--- config.mk ---
export PLATFORM = sky130hd
export DESIGN_NAME = bcd_serial_subtractor
export DESIGN_NICKNAME = d
export VERILOG_FILES = /design/src/rtl/bcd_serial_subtractor.sv
export SDC_FILE = /design/constraint.sdc
export NUM_CORES = 1
export LEC_CHECK = 0
export ABC_AREA = 0
export BUFFER_PORTS_ARGS = -buffer_cell sky130_fd_sc_hd__buf_2
export CORE_ASPECT_RATIO = 0.7
export CORE_MARGIN = 8
export CORE_UTILIZATION = 23
export DETAILED_ROUTE_END_ITERATION = 12
export MAX_ROUTING_LAYER = met4
export PLACE_DENSITY = 0.44
export SYNTH_ARGS = -nofsm -noshare
export SYNTH_HDL_FRONTEND = slang
export SYNTH_SLANG_ARGS = --single-unit
--- constraint.sdc ---
create_clock -name clk -period 3.3 [get_ports clk]
set_input_delay 0.66 -clock clk [delete_from_list [all_inputs] [get_ports clk]]
set_output_delay 0.66 -clock clk [all_outputs]
set_load 0.03 [all_outputs]
--- src/rtl/bcd_serial_subtractor.sv ---
// ============================================================================
// Module   : bcd_serial_subtractor
// Brief    : Digit-serial packed-BCD subtractor, one digit per clock, LSD first.
//            Optional invalid-digit flag enabled by BCD_DIGIT_CHECK_EN.
// Revision : 1.0 - initial release
// ============================================================================
`default_nettype none

module bcd_serial_subtractor #(
    parameter int DIGITS = 4
) (
    input  logic                  clk,
    input  logic                  rst_n,
    input  logic                  start,
    input  logic [4*DIGITS-1:0]   minuend,
    input  logic [4*DIGITS-1:0]   subtrahend,
    input  logic                  borrow_in,
    output logic [4*DIGITS-1:0]   difference,
    output logic                  borrow_out,
    output logic                  busy,
    output logic                  done,
    output logic                  digit_err
);

    localparam int c_w     = 4 * DIGITS;
    localparam int c_cnt_w = $clog2(DIGITS);
    localparam logic [c_cnt_w-1:0] c_last = c_cnt_w'(DIGITS - 1);

    typedef enum logic [1:0] {
        ST_IDLE = 2'd0,
        ST_RUN  = 2'd1,
        ST_DONE = 2'd2
    } state_t;

    state_t              r_state;
    state_t              w_next;
    logic [c_w-1:0]      r_a;
    logic [c_w-1:0]      r_b;
    logic                r_brw;
    logic [c_cnt_w-1:0]  r_cnt;
    logic [c_w-1:0]      r_diff;
    logic                r_borrow_out;

    logic                w_accept;
    logic                w_last;
    logic [4:0]          w_t;
    logic [3:0]          w_digit;
    logic                w_brw_nxt;

    always_ff @(posedge clk) begin
        if (!rst_n) begin
            r_state <= ST_IDLE;
        end else begin
            r_state <= w_next;
        end
    end

    always_comb begin
        w_next = r_state;
        case (r_state)
            ST_IDLE: if (start) w_next = ST_RUN;
            ST_RUN:  if (w_last) w_next = ST_DONE;
            ST_DONE: w_next = ST_IDLE;
            default: w_next = ST_IDLE;
        endcase
    end

    assign w_accept = (r_state == ST_IDLE) && start;
    assign w_last   = (r_cnt == c_last);

    // Operands shift right each cycle so the active digit is always at [3:0].
    always_comb begin
        w_t       = {1'b0, r_a[3:0]} - {1'b0, r_b[3:0]} - {4'b0000, r_brw};
        w_brw_nxt = w_t[4];
        w_digit   = w_t[4] ? (w_t[3:0] + 4'd10) : w_t[3:0];
    end

    always_ff @(posedge clk) begin
        if (!rst_n) begin
            r_a          <= '0;
            r_b          <= '0;
            r_brw        <= 1'b0;
            r_cnt        <= '0;
            r_diff       <= '0;
            r_borrow_out <= 1'b0;
        end else if (w_accept) begin
            r_a    <= minuend;
            r_b    <= subtrahend;
            r_brw  <= borrow_in;
            r_diff <= '0;
            r_cnt  <= '0;
        end else if (r_state == ST_RUN) begin
            r_diff[{r_cnt, 2'b00} +: 4] <= w_digit;
            r_a   <= {4'h0, r_a[c_w-1:4]};
            r_b   <= {4'h0, r_b[c_w-1:4]};
            r_brw <= w_brw_nxt;
            r_cnt <= r_cnt + 1'b1;
            if (w_last) begin
                r_borrow_out <= w_brw_nxt;
            end
        end
    end

`ifdef BCD_DIGIT_CHECK_EN
    logic r_err_sticky;
    logic r_digit_err;
    logic w_bad;
    logic w_sticky_nxt;

    assign w_bad        = (r_a[3:0] > 4'd9) || (r_b[3:0] > 4'd9);
    assign w_sticky_nxt = r_err_sticky | w_bad;

    always_ff @(posedge clk) begin
        if (!rst_n) begin
            r_err_sticky <= 1'b0;
            r_digit_err  <= 1'b0;
        end else if (w_accept) begin
            r_err_sticky <= 1'b0;
            r_digit_err  <= 1'b0;
        end else if (r_state == ST_RUN) begin
            r_err_sticky <= w_sticky_nxt;
            if (w_last) begin
                r_digit_err <= w_sticky_nxt;
            end
        end
    end

    assign digit_err = r_digit_err;
`else
    assign digit_err = 1'b0;
`endif

    assign difference = r_diff;
    assign borrow_out = r_borrow_out;
    assign busy       = (r_state != ST_IDLE);
    assign done       = (r_state == ST_DONE);

endmodule

`default_nettype wire

After elaboration in Yosys (flattened, before gate mapping)
Cells that the tools add are included.

word-level totals
  output and inout port bits = 20
  input bits = 36
  register bits after elaboration = 54
  logic and storage cells = 39

operators by class
  equal/unequal tests = 5
  bitwise operators = 2
  add/sub/neg operators = 5
  shift operators = 2
  multiplexer cells = 11
  reduce and logical (&&, ||, !) cells = 7

operators with widths
  operator                                              number
  two-way mux 16 bit                                    4
  bitwise mux 16 bit                                    1
  variable shift 4 x 6 -> 16 bit, first input constant  1
  variable part select 4 x 6 -> 16 bit                  1
  negation 4 -> 6 bit                                   1
  subtractor 4 x 4 -> 5 bit                             1
  subtractor 5 x 1 -> 5 bit                             1
  adder 4 bit, second input constant                    1
  equality test 2 bit, second input constant            2
  two-way mux 2 bit                                     2
  two-way mux 4 bit                                     1
  != test 2 bit, second input constant                  2
  one-hot mux 2 bit (2 select lines)                    1
  nonzero test 2 bit                                    2
  AND reduction 3 bit                                   1
  adder 2 x 1 -> 2 bit, second input constant           1
  equality test 2 x 1 -> 1 bit, second input constant   1
  logical NOT 2 bit                                     1
  two-way mux 1 bit                                     2
  NOT 1 bit                                             2
  AND reduction 2 bit                                   1
  OR reduction 2 bit                                    1
  logical AND 1 bit                                     1

Logic depth before layout (Yosys ltp)
  depth in word-level cells = 6
  depth in mapped cells = 10
  mapped depth without buffers = 10

Worst setup path after synthesis
Ideal clock, no wire load.

  path kind = flip-flop to flip-flop
  start point = register r_b[0]
  end point = register r_diff[10], in the netlist difference[10]
  buffers on the path = 0
  path slack = 0.879 ns
  stages on the path, launching flop included = 11
  setup time = 0.118 ns
  arrival time = 2.303 ns
  data required time = 3.182 ns
  cells stage by stage = dfxtp_1 > inv_1 > fa_1 > fa_1 > xor2_1 > ha_1 > nor3b_1 > a211oi_2 > o221ai_2 > a22oi_1 > nor2_1

on the way
  cells in the longest elaborated chain, start to end = 6

RTL lines
  element                                 line  source
  start, declared                         38    logic [c_w-1:0] r_b;
  start signal, assigned                  88    r_b <= subtrahend;
  start signal, assigned                  95    r_b <= {4'h0, r_b[c_w-1:4]};
  subtractor 4 x 4 -> 5 bit *             73    w_t = {1'b0, r_a[3:0]} - {1'b0, r_b[3:0]} - {4'b0000, r_brw};
  subtractor 5 x 1 -> 5 bit *             73
  adder 4 bit                             75    w_digit = w_t[4] ? (w_t[3:0] + 4'd10) : w_t[3:0];
  two-way mux 4 bit *                     75
  variable part select 4 x 6 -> 16 bit *  93    r_diff[{r_cnt, 2'b00} +: 4] <= w_digit;
  bitwise mux 16 bit *                    93
  end signal, assigned by index           93
  end, declared                           41    logic [c_w-1:0] r_diff;

Mark *: on every way between the ends. The rest lies on a longest branch, timed or not.
A chain may end at the register's enable or synchronous reset.

Worst setup path after layout
Ends and elaborated chain as after synthesis.

==> run_summary.xml <==
<?xml version="1.0" encoding="UTF-8"?>
<metrics>
  <group name="power_and_ir_drop">
    <metric name="irDropWorstVdd" unit="V">0.000208</metric>
    <metric name="p_int" unit="mW">1.18</metric>
    <metric name="final_total_power" unit="mW">1.65</metric>
    <metric name="p_switching" unit="µW">480</metric>
    <metric name="power_density_over_the_cells" unit="nW/µm²">515</metric>
    <metric name="leakage_power" unit="nW">1.29</metric>
    <metric name="relative_contribution_of_sequential_cells_to_total_power" unit="%">42.7</metric>
    <metric name="power.share.clock" unit="%">35.9</metric>
    <metric name="power_switching_share" unit="%">29.0</metric>
    <metric name="pwr-share-comb" unit="%">21.4</metric>
  </group>
  <group name="sta">
    <metric name="drv_slew" unit="">0</metric>
    <metric name="fin_ws" unit="ns">0.615</metric>
    <metric name="grt_setup_unrepaired" unit="">false</metric>
    <metric name="number_of_setup_violations_in_the_final_report" unit="">0</metric>
    <metric name="period_needed" unit="ns">2.68</metric>
    <metric name="relSlewSlack" unit="%">59.0</metric>
    <metric name="worst_pin_slew" unit="ns">0.613</metric>
    <metric name="fin_clk_skew" unit="ns">0.00848</metric>
    <metric name="fraction_of_the_cycle_the_final_worst_path_needs" unit="%">81.3</metric>
    <metric name="timing.fmax" unit="GHz">0.373</metric>
    <metric name="timing_hold_violations_final" unit="">0</metric>
    <metric name="tns" unit="ns">0</metric>
  </group>
  <group name="place">
    <metric name="dpl.hpwl" unit="µm">5330</metric>
    <metric name="gp_congestion" unit="">0.780</metric>
    <metric name="port_bufs" unit="">54</metric>
    <metric name="post-place-ws" unit="ns">0.645</metric>
  </group>
  <group name="floorplanning">
    <metric name="initial_core_util" unit="%">23.2</metric>
    <metric name="area_of_the_die" unit="µm²">15400</metric>
    <metric name="io_pins" unit="">56</metric>
    <metric name="row_count" unit="">33</metric>
    <metric name="core_ar" unit="µm²">11500</metric>
    <metric name="die-height" unit="µm">106</metric>
    <metric name="die-width" unit="µm">145</metric>
  </group>
  <group name="clocking">
    <metric name="tritoncts" unit="">done</metric>
    <metric name="cts.hold.buffers_added" unit="">0</metric>
    <metric name="clkTransAtPathRegs" unit="ns">0.07</metric>
    <metric name="cts_root_buf" unit="">sky130_fd_sc_hd__clkbuf_16</metric>
    <metric name="clock_path_buffers" unit="">2</metric>
    <metric name="tritoncts.num_buffers" unit="">5</metric>
    <metric name="cts.htree.levels" unit="">2</metric>
    <metric name="cts_resized" unit="">0</metric>
    <metric name="clk_latency" unit="ns">0.29</metric>
    <metric name="postCtsSetupBuffers" unit="">0</metric>
    <metric name="cts_sinks" unit="">54</metric>
  </group>
  <group name="global_routing">
    <metric name="via_count_of_the_first_global_routing_pass" unit="">2268</metric>
    <metric name="grt_max_degree" unit="">37</metric>
    <metric name="number_of_antenna_violations_at_the_first_check_in_global_routing" unit="">0</metric>
    <metric name="grt_first_pass_wirelength" unit="µm">11600</metric>
    <metric name="gr-usage-all-layers" unit="%">9.72</metric>
    <metric name="globalRoute.totalOverflow" unit="">0</metric>
  </group>
  <group name="yosys">
    <metric name="yosysUniqueCellTypes" unit="">45</metric>
    <metric name="post-synth-top-area-fraction" unit="%">40.5</metric>
    <metric name="post_synth_instance_area" unit="µm²">2670</metric>
    <metric name="synth-adder-area-share" unit="%">7.59</metric>
    <metric name="synth_most_common_cell" unit="">sky130_fd_sc_hd__dfxtp_1</metric>
    <metric name="async_reset_ff_share" unit="%">0</metric>
    <metric name="postSynthAreaPerCell" unit="µm²">8.67</metric>
    <metric name="main_combinational_cell_family_by_area_after_synthesis" unit="">simple AND/OR/NAND/NOR gates</metric>
    <metric name="post-synth-top-area-cell" unit="">sky130_fd_sc_hd__dfxtp_1</metric>
    <metric name="xor_and_xnor_fraction_of_the_mapped_netlist_area" unit="%">0.984</metric>
    <metric name="share_of_the_yosys_chip_area_belonging_to_registers" unit="%">40.5</metric>
    <metric name="yosys-mux-area-fraction" unit="%">1.50</metric>
    <metric name="synth_warnings" unit="">0</metric>
    <metric name="yosys-top-cells-area" unit="">sky130_fd_sc_hd__dfxtp_1 40%, sky130_fd_sc_hd__a22oi_1 9.3%, sky130_fd_sc_hd__a21oi_1 7.7%, sky130_fd_sc_hd__nand2_1 6.6%, sky130_fd_sc_hd__ha_1 6.1%</metric>
    <metric name="synthFlopType" unit="">sky130_fd_sc_hd__dfxtp_1</metric>
    <metric name="ys_seq_elements" unit="">54</metric>
    <metric name="postSynthNetCount" unit="">359</metric>
    <metric name="synth_commonest_cells" unit="">54 x sky130_fd_sc_hd__dfxtp_1, 47 x sky130_fd_sc_hd__nand2_1, 41 x sky130_fd_sc_hd__a21oi_1</metric>
    <metric name="syn-instance-count" unit="">308</metric>
    <metric name="yosys.area_share.simple" unit="%">21.7</metric>
    <metric name="synth_compound_gate_area_share" unit="%">21.4</metric>
    <metric name="synth_edf_count" unit="">0</metric>
  </group>
  <group name="routing">
    <metric name="routed_wl" unit="µm">7330</metric>
    <metric name="detailedRoute.firstIterationViolations" unit="">142</metric>
    <metric name="remaining_number_of_nets_flagged_by_the_antenna_check_after_routing" unit="">0</metric>
    <metric name="drt-vias-per-instance" unit="">4.46</metric>
    <metric name="drt_pre_antenna_iters" unit="">4</metric>
    <metric name="route.detailed.drc" unit="">0</metric>
    <metric name="drt-wirelength-per-cell" unit="µm">14.3</metric>
    <metric name="detailroute.via_count" unit="">2286</metric>
  </group>
  <group name="final_layout">
    <metric name="antenna_cells_inserted" unit="">0</metric>
    <metric name="fin_nets" unit="">405</metric>
    <metric name="n_fill_cell" unit="">1241</metric>
    <metric name="multi_input_area" unit="µm²">1430</metric>
    <metric name="seqCellArea" unit="µm²">1080</metric>
    <metric name="utilization_after_layout" unit="%">27.9</metric>
    <metric name="synthToLayoutAreaGrowth" unit="%">20.3</metric>
    <metric name="drive_above_1_share" unit="%">22.0</metric>
  </group>
  <group name="setup_path">
    <metric name="timing.setup.critical_path_class" unit="">reg2reg</metric>
    <metric name="critical_path.startpoint_type" unit="">flip-flop</metric>
    <metric name="worst_ep_required_time" unit="ns">3.52</metric>
    <metric name="cp_endpoint_kind" unit="">flip-flop</metric>
    <metric name="critical_path_maximum_fanout" unit="">5</metric>
    <metric name="critPathArrivalTime" unit="ns">2.91</metric>
  </group>
  <group name="worst_hold_path">
    <metric name="timing.hold.worst.class" unit="">reg2reg</metric>
  </group>
  <group name="outcome">
    <metric name="run_status" unit="">finished clean</metric>
  </group>
  <group name="flow_run">
    <metric name="cap_viol_max_count" unit="">0</metric>
  </group>
</metrics>
-- final cells by class --
| cell class | count | share of cell area, % |
|---|---|---|
| Multi-Input combinational cell | 223 | 44.4 |
| Sequential cell | 54 | 33.6 |
| Timing Repair Buffer | 57 | 9.11 |
| Tap cell | 157 | 6.11 |
| Clock buffer | 6 | 4.01 |
| Inverter | 13 | 1.52 |
| Clock inverter | 2 | 1.17 |
-- path summary, 6_finish.rpt --
| kind | depth (start not counted) | slack [ns] | endpoint | start |
|---|---|---|---|---|
| worst max register to register | 10 | 0.62 | difference[10] | r_b[0] |
| worst min-delay path | 2 | 0.45 | difference[15] | difference[15] |
| worst min register to register | 2 | 0.45 | difference[15] | difference[15] |
| worst max-delay path | 10 | 0.62 | difference[10] | r_b[0] |
-- placed cells by master (no fill, tap or decap), drive strengths merged, types with 4 or more instances in the layout --
master,count
buf,57
dfxtp,54
nand2,48
a21oi,41
a22oi,33
nor2,17
nand3,16
ha,13
inv,12
o21ai,8
clkbuf,6
nor3,5
and2,5
mux2i,4
nand4,4
-- cells by family after synthesis --
group / after synthesis
buffers and inverters: 31
other: 1
XOR/XNOR: 3
adder cells (fa/ha/maj): 15
AO/OA/AOI/OAI: 89
multiplexers: 4
AND/OR/NAND/NOR: 111
flip-flops: 54
-- state kept, by name (all words and copies together), names as in the netlist --
register and flops:
r_b 16, r_state 2, r_a 16, r_cnt 2, borrow_out 1, difference 16
r_brw 1
-- per-stage QoR --
stage	hold WS [ns]	instance area (µm²)	std cells
2_1_floorplan	0.436	2670	308
3_3_place_gp	0.442	3050	504
3_5_place_dp	0.446	3050	504
4_1_cts	0.456	3210	512
5_1_grt	0.473	3210	512
6_report	0.450	3210	512
-- power groups by stage --
stage          clock network (mW)  registers, mW  logic (mW)
2_1_floorplan                   0          0.725       0.259
4_1_cts                     0.614          0.707       0.358
3_5_place_dp                    0          0.722       0.355
6_report                    0.594          0.707       0.354
3_3_place_gp                    0          0.721       0.353
5_1_grt                     0.642          0.712       0.392
-- worst max-delay path, cell delays in order (launching register included) --
cell,delay [ns]
sky130_fd_sc_hd__dfxtp_1,0.34
sky130_fd_sc_hd__inv_1,0.06
sky130_fd_sc_hd__fa_1,0.42
sky130_fd_sc_hd__fa_1,0.44
sky130_fd_sc_hd__xor2_1,0.17
sky130_fd_sc_hd__ha_1,0.33
sky130_fd_sc_hd__nor3b_1,0.24
sky130_fd_sc_hd__a211oi_2,0.06
sky130_fd_sc_hd__o221ai_2,0.34
sky130_fd_sc_hd__a22oi_1,0.12
sky130_fd_sc_hd__nor2_1,0.10
-- per-layer routing --
metal | GRT usage [%] | part of all wire, % | vias up
li1 | - | - | 1173
met1 | 13.4 | 53 | 1068
met2 | 14.5 | 44 | 40
met3 | 1.88 | 3.2 | 5
met4 | 1.78 | 0.48 | 0
met5 | - | 0 | -
Power figures use the tool's default switching activity.
